**config.mk**
```make
export PLATFORM = sky130hd
export DESIGN_NAME = logic_slice_seq
export DESIGN_NICKNAME = d
export VERILOG_FILES = /design/src/rtl/logic_slice_seq.sv
export SDC_FILE = /design/constraint.sdc
export NUM_CORES = 1
export LEC_CHECK = 0
export BUFFER_PORTS_ARGS = -buffer_cell sky130_fd_sc_hd__buf_2
export CELL_PAD_IN_SITES_DETAIL_PLACEMENT = 1
export CELL_PAD_IN_SITES_GLOBAL_PLACEMENT = 1
export CORE_ASPECT_RATIO = 2
export CORE_UTILIZATION = 25
export CTS_BUF_LIST = sky130_fd_sc_hd__clkbuf_4
export DETAILED_ROUTE_END_ITERATION = 10
export GPL_TIMING_DRIVEN = 0
export PLACE_DENSITY = 0.5
export SLEW_MARGIN = 20
export SYNTH_ARGS = -nofsm -noshare
export SYNTH_HDL_FRONTEND = slang
export SYNTH_SLANG_ARGS = --single-unit
```
**constraint.sdc**
```tcl
create_clock -name clk -period 5.1 [get_ports clk]
set_input_delay 0.51 -clock clk [delete_from_list [all_inputs] [get_ports clk]]
set_output_delay 0.51 -clock clk [all_outputs]
set_load 0.01 [all_outputs]
```
**src/rtl/logic_slice_seq.sv**
```systemverilog
// rtl/logic_slice_seq.sv - slice-serial AND/OR/XOR/PASS_A logic unit with optional inversion
// Operands are latched at accept. SLICE result bits are built per cycle, LSB slice first.
module logic_slice_seq #(
  parameter int WIDTH = 8,
  parameter int SLICE = 2
) (
  input  logic             clk,
  input  logic             rst,
  input  logic             in_valid,
  output logic             in_ready,
  input  logic [2:0]       in_op,
  input  logic [WIDTH-1:0] in_a,
  input  logic [WIDTH-1:0] in_b,
  output logic             out_valid,
  input  logic             out_ready,
  output logic [WIDTH-1:0] out_res,
  output logic             out_zero
);

  localparam int NS = WIDTH / SLICE;
  localparam int CW = (NS > 1) ? $clog2(NS) : 1;

  typedef enum logic [1:0] {IDLE, RUN, DONE} state_t;

  state_t             state_q, state_d;
  logic [CW-1:0]      cnt_q, cnt_d;
  logic [2:0]         op_q, op_d;
  logic [WIDTH-1:0]   a_q, a_d;
  logic [WIDTH-1:0]   b_q, b_d;
  logic [WIDTH-1:0]   acc_q, acc_d;
  logic [WIDTH-1:0]   res_q, res_d;
  logic               zero_q, zero_d;
  logic [SLICE-1:0]   a_s, b_s, r_s;

  always_ff @(posedge clk or posedge rst) begin
    if (rst) begin
      state_q <= IDLE;
      cnt_q   <= '0;
      op_q    <= '0;
      a_q     <= '0;
      b_q     <= '0;
      acc_q   <= '0;
      res_q   <= '0;
      zero_q  <= 1'b0;
    end else begin
      state_q <= state_d;
      cnt_q   <= cnt_d;
      op_q    <= op_d;
      a_q     <= a_d;
      b_q     <= b_d;
      acc_q   <= acc_d;
      res_q   <= res_d;
      zero_q  <= zero_d;
    end
  end

  always_comb begin
    state_d   = state_q;
    cnt_d     = cnt_q;
    op_d      = op_q;
    a_d       = a_q;
    b_d       = b_q;
    acc_d     = acc_q;
    res_d     = res_q;
    zero_d    = zero_q;
    in_ready  = 1'b0;
    out_valid = 1'b0;
    a_s       = '0;
    b_s       = '0;
    r_s       = '0;

    case (state_q)
      IDLE: begin
        in_ready = 1'b1;
        if (in_valid) begin
          op_d    = in_op;
          a_d     = in_a;
          b_d     = in_b;
          cnt_d   = '0;
          state_d = RUN;
        end
      end

      RUN: begin
        // Constant-index slice mux keeps the part-selects static.
        for (int k = 0; k < NS; k++) begin
          if (cnt_q == CW'(k)) begin
            a_s = a_q[k*SLICE +: SLICE];
            b_s = b_q[k*SLICE +: SLICE];
          end
        end
        case (op_q[1:0])
          2'b00:   r_s = a_s & b_s;
          2'b01:   r_s = a_s | b_s;
          2'b10:   r_s = a_s ^ b_s;
          default: r_s = a_s;
        endcase
        r_s = r_s ^ {SLICE{op_q[2]}};
        for (int k = 0; k < NS; k++) begin
          if (cnt_q == CW'(k)) begin
            acc_d[k*SLICE +: SLICE] = r_s;
          end
        end
        // The working accumulator is published only when complete, so out_res holds in RUN.
        if (cnt_q == CW'(NS - 1)) begin
          res_d   = acc_d;
          zero_d  = (acc_d == '0);
          state_d = DONE;
        end else begin
          cnt_d = cnt_q + 1'b1;
        end
      end

      DONE: begin
        out_valid = 1'b1;
        if (out_ready) begin
          state_d = IDLE;
        end
      end

      default: state_d = IDLE;
    endcase
  end

  assign out_res  = res_q;
  assign out_zero = zero_q;

endmodule

```
==> results.cfg <==
[setup_path]
reg2regPathDepth = 15
setup.worst_path.class = reg -> reg
critical_register_to_register_path_endpoint = out_zero$_DFFE_PP0P_
critical_path_maximum_fanout = 10
crit_end = out_zero$_DFFE_PP0P_
reg2reg_setup_slack_ns = 1.37
arrival_ns = 4.02
critical_path_launch_point_type = flop
path_cells = inv_1, ha_1, clkbuf_1, nor2_1, a211oi_1, nor3_1, a21oi_1, inv_1, ha_1, mux2i_1, mux2i_1, o22ai_1, nor2_1, o221ai_1, o31ai_2
worstReg2RegStart = cnt_q[1]$_DFFE_PP0P_
setup.worst_path.start = cnt_q[1]$_DFFE_PP0P_
cp_slowest_stage_delay_ns = 0.59
worstPathRequired_ns = 5.39
worstSetupEndpointType = flop
crit_path_max_delay_cell_type = nor2_1

[cts]
sinks_on_the_clock_net = 40
worst_skew_pair.late_latency_ns = 0.36
cts_resized = 0
htree_num_levels = 2
hold_bufs_inserted_after_cts = 0
clk_transition_reported_paths_ns = 0.13
cts_made_buffers = 5
cts.root.buffer_cell = clkbuf_4
clk_path_buf_depth = 2
cts_tree = yes
post-cts-setup-buffer-count = 0

[global_routing]
m2_gr_usage_pct = 25.15
grt_use_total_pct = 13.13
globalRouteMet1Util_pct = 12.96
maximum_number_of_pins_on_one_net_before_global_route_repair = 31
global_route.overflow_total = 0
busiest_layer = met2
antenna_found_initial = 0
first_global_vias = 1662
met3_usage_pct = 2.098
grt_pass1_wl_um = 8293

[sta]
max_slew.worst_pin.slew_ns = 0.7212
finalSetupViolations = 0
max_freq_ghz = 0.2680
final_max_slew_viol_count = 0
worst_slew_margin_rel_pct = 51.74
unrepaired_setup_endpoints_after_global_routing = no
setup_tns_ns = 0
period_share_pct = 73.17
finalWorstPathRequiredPeriod_ns = 3.732
fin_skew_ns = 0.01087
finalHoldViolations = 0

[route]
dr_total_vias = 1537
wire_per_inst_um = 14.68
detail_route.first_pass.iterations = 4
drtIter0Drc = 20
route.detailed.drc = 0
totalWireLength_um = 4831
vias_per_cell = 4.672
drtAntennaViolNets = 0

[finish]
n_fill_cell = 937
layout.cells.non_filler = 329
layout-drive-gt1-share_pct = 30.47
postLayoutCoreUtil_pct = 30.59
nets = 263
antennaDiodeCount = 0
mostFrequentLayoutCell = dfrtp_1
area_delta_synth_final_pct = 18.85
mostFrequentLayoutCells = dfrtp_1, buf_2, mux2_2
layout.cell_area.non_filler_mm2 = 0.002430

[placement]
dp.cells = 321
gp_congestion = 0.7001
post_dp_cell_area_mm2 = 0.002350
io_port_bufs = 33
place.detailed.hpwl_um = 3768

[power]
ir_worst_vdd_mv = 0.2492
comb_power_share_pct = 53.4
seq_power_share_pct = 34.0
power_per_cell_area_mw_per_mm2 = 710.4
power.share.clock_pct = 12.7
leakagePower_nw = 1.142
power.switching_fraction_pct = 42.82
switchingPower_uw = 739.0
internal_power_uw = 987.0

[synthesis]
area_of_the_mapped_netlist_mm2 = 0.002044
synth_sequential_area_ratio_pct = 48.96
post_synth.cell_area_avg_um2 = 10.70
ys_seq_elements = 40
yosysUniqueCellTypes = 33
syn-instance-count = 191
synth.yosys.warnings = 0
postSynthNetCount = 222

[floorplan]
pin_count = 34
fp.dieW_um = 65.95
placementRows = 46
floorplan.die.height_um = 129.9
dieArea_mm2 = 0.008566
placeableCoreArea_mm2 = 0.007943
floorplan.initialDensity_pct = 25.74

[worst_hold_path]
min-delay-path-class = in -> async

[run]
drv_cap = 0

[status]
status = complete, no violations
critical path: cells and delay by family (launching register included):
kind | cells | cell delay, ns
AOI/OAI and AO/OA | 5 | 0.99
buffers and inverters | 3 | 0.61
and+or+nand+nor | 3 | 0.75
adders and majority gates | 2 | 0.58
muxes | 2 | 0.26
DFF | 1 | 0.45
power by group through the flow:
stage	Combinational (mW)	Clock, mW	Sequential [mW]
after detailed placement	0.945	0	0.600
final	0.921	0.219	0.586
after global routing	1.05	0.243	0.610
after floorplan	0.686	0	0.581
after CTS	0.948	0.236	0.591
after global placement	0.917	0	0.597
area by class of cell:
class                           count  area (um2)  share of cell area [%]
Clock buffer                        6       45.04                   1.854
Multi-Input combinational cell    130       955.9                   39.34
Buffer                              9       42.54                   1.751
Tap cell                           96       120.1                   4.943
Timing Repair Buffer               34       185.2                   7.621
Clock inverter                      2       35.03                   1.442
Inverter                           12       45.04                   1.854
Sequential cell                    40        1001                   41.19
kinds of logic (layout without fill, tap and decap cells):
family                     Yosys count  count (layout)  share of synthesized area, %
DFF                                 40              40                         48.96
muxes                               23              23                         13.04
xor gates and xnor gates             1               1                         1.347
adders and majority gates            8               8                         4.896
AOI/OAI and AO/OA                   43              43                         14.81
and+or+nand+nor                     55              55                         12.67
buffers and inverters               21              63                         4.284
state kept, by name, indices dropped and copies added, names as in the netlist:
register	count
out_zero	1
out_res	8
acc_q	8
cnt_q	2
b_q	8
state_q	2
a_q	8
op_q	3
through the flow:
stage	power, mW	hold WS (ns)	setup WS, ns
after floorplan	1.267	0.4638	2.122
after global placement	1.513	0.4580	1.363
after detailed placement	1.545	0.4635	1.322
after CTS	1.776	0.03734	1.281
after global routing	1.903	0.04937	0.9252
final	1.726	0.06010	1.368
per-layer routing:
layer	wire, um	vias to the layer above
met2	2824	24
met5	0	-
met1	1776	766
li1	-	739
met4	125	0
met3	105	8
worst min-delay path by stage:
stage	end	slack (ns)	depth (start not counted)
floorplan	acc_q[5]$_DFFE_PP0P_	0.46	2
global placement	out_res[1]$_DFFE_PP0P_	0.46	1
detailed placement	out_res[2]$_DFFE_PP0P_	0.46	1
CTS	b_q[1]$_DFFE_PP0P_	0.04	2
global route	b_q[1]$_DFFE_PP0P_	0.05	2
finish	b_q[1]$_DFFE_PP0P_	0.06	2
synth_stat cells:
library cell  count  share of area [%]
a211oi_1          7                2.6
a211oi_2          2                1.2
a21o_1            5                1.8
a21oi_1           8                2.0
a221oi_2          1               0.73
a22o_1            2               0.86
a32oi_1           1               0.43
and2_1            2               0.61
buf_2             1               0.24
buf_6             1               0.55
clkbuf_1          7                1.3
dfrtp_1          40                 49
ha_1              8                4.9
inv_1            12                2.2
mux2_2           19                 10
mux2i_1           3                1.5
mux4_2            1                1.1
nand2_1          17                3.1
nand2b_1          2               0.61
nand3_1           1               0.24
nand3b_1          2               0.73
nor2_1           18                3.3
nor2b_1           6                1.8
nor3_1            5                1.2
nor3b_1           1               0.37
nor3b_2           1               0.61
o211a_1           1               0.49
o21ai_0          11                2.7
o21bai_1          1               0.37
o221ai_1          1               0.43
o22ai_1           2               0.61
o31ai_2           1               0.61
xnor2_4           1                1.3
Note: power is estimated with default switching activity, not from simulation.
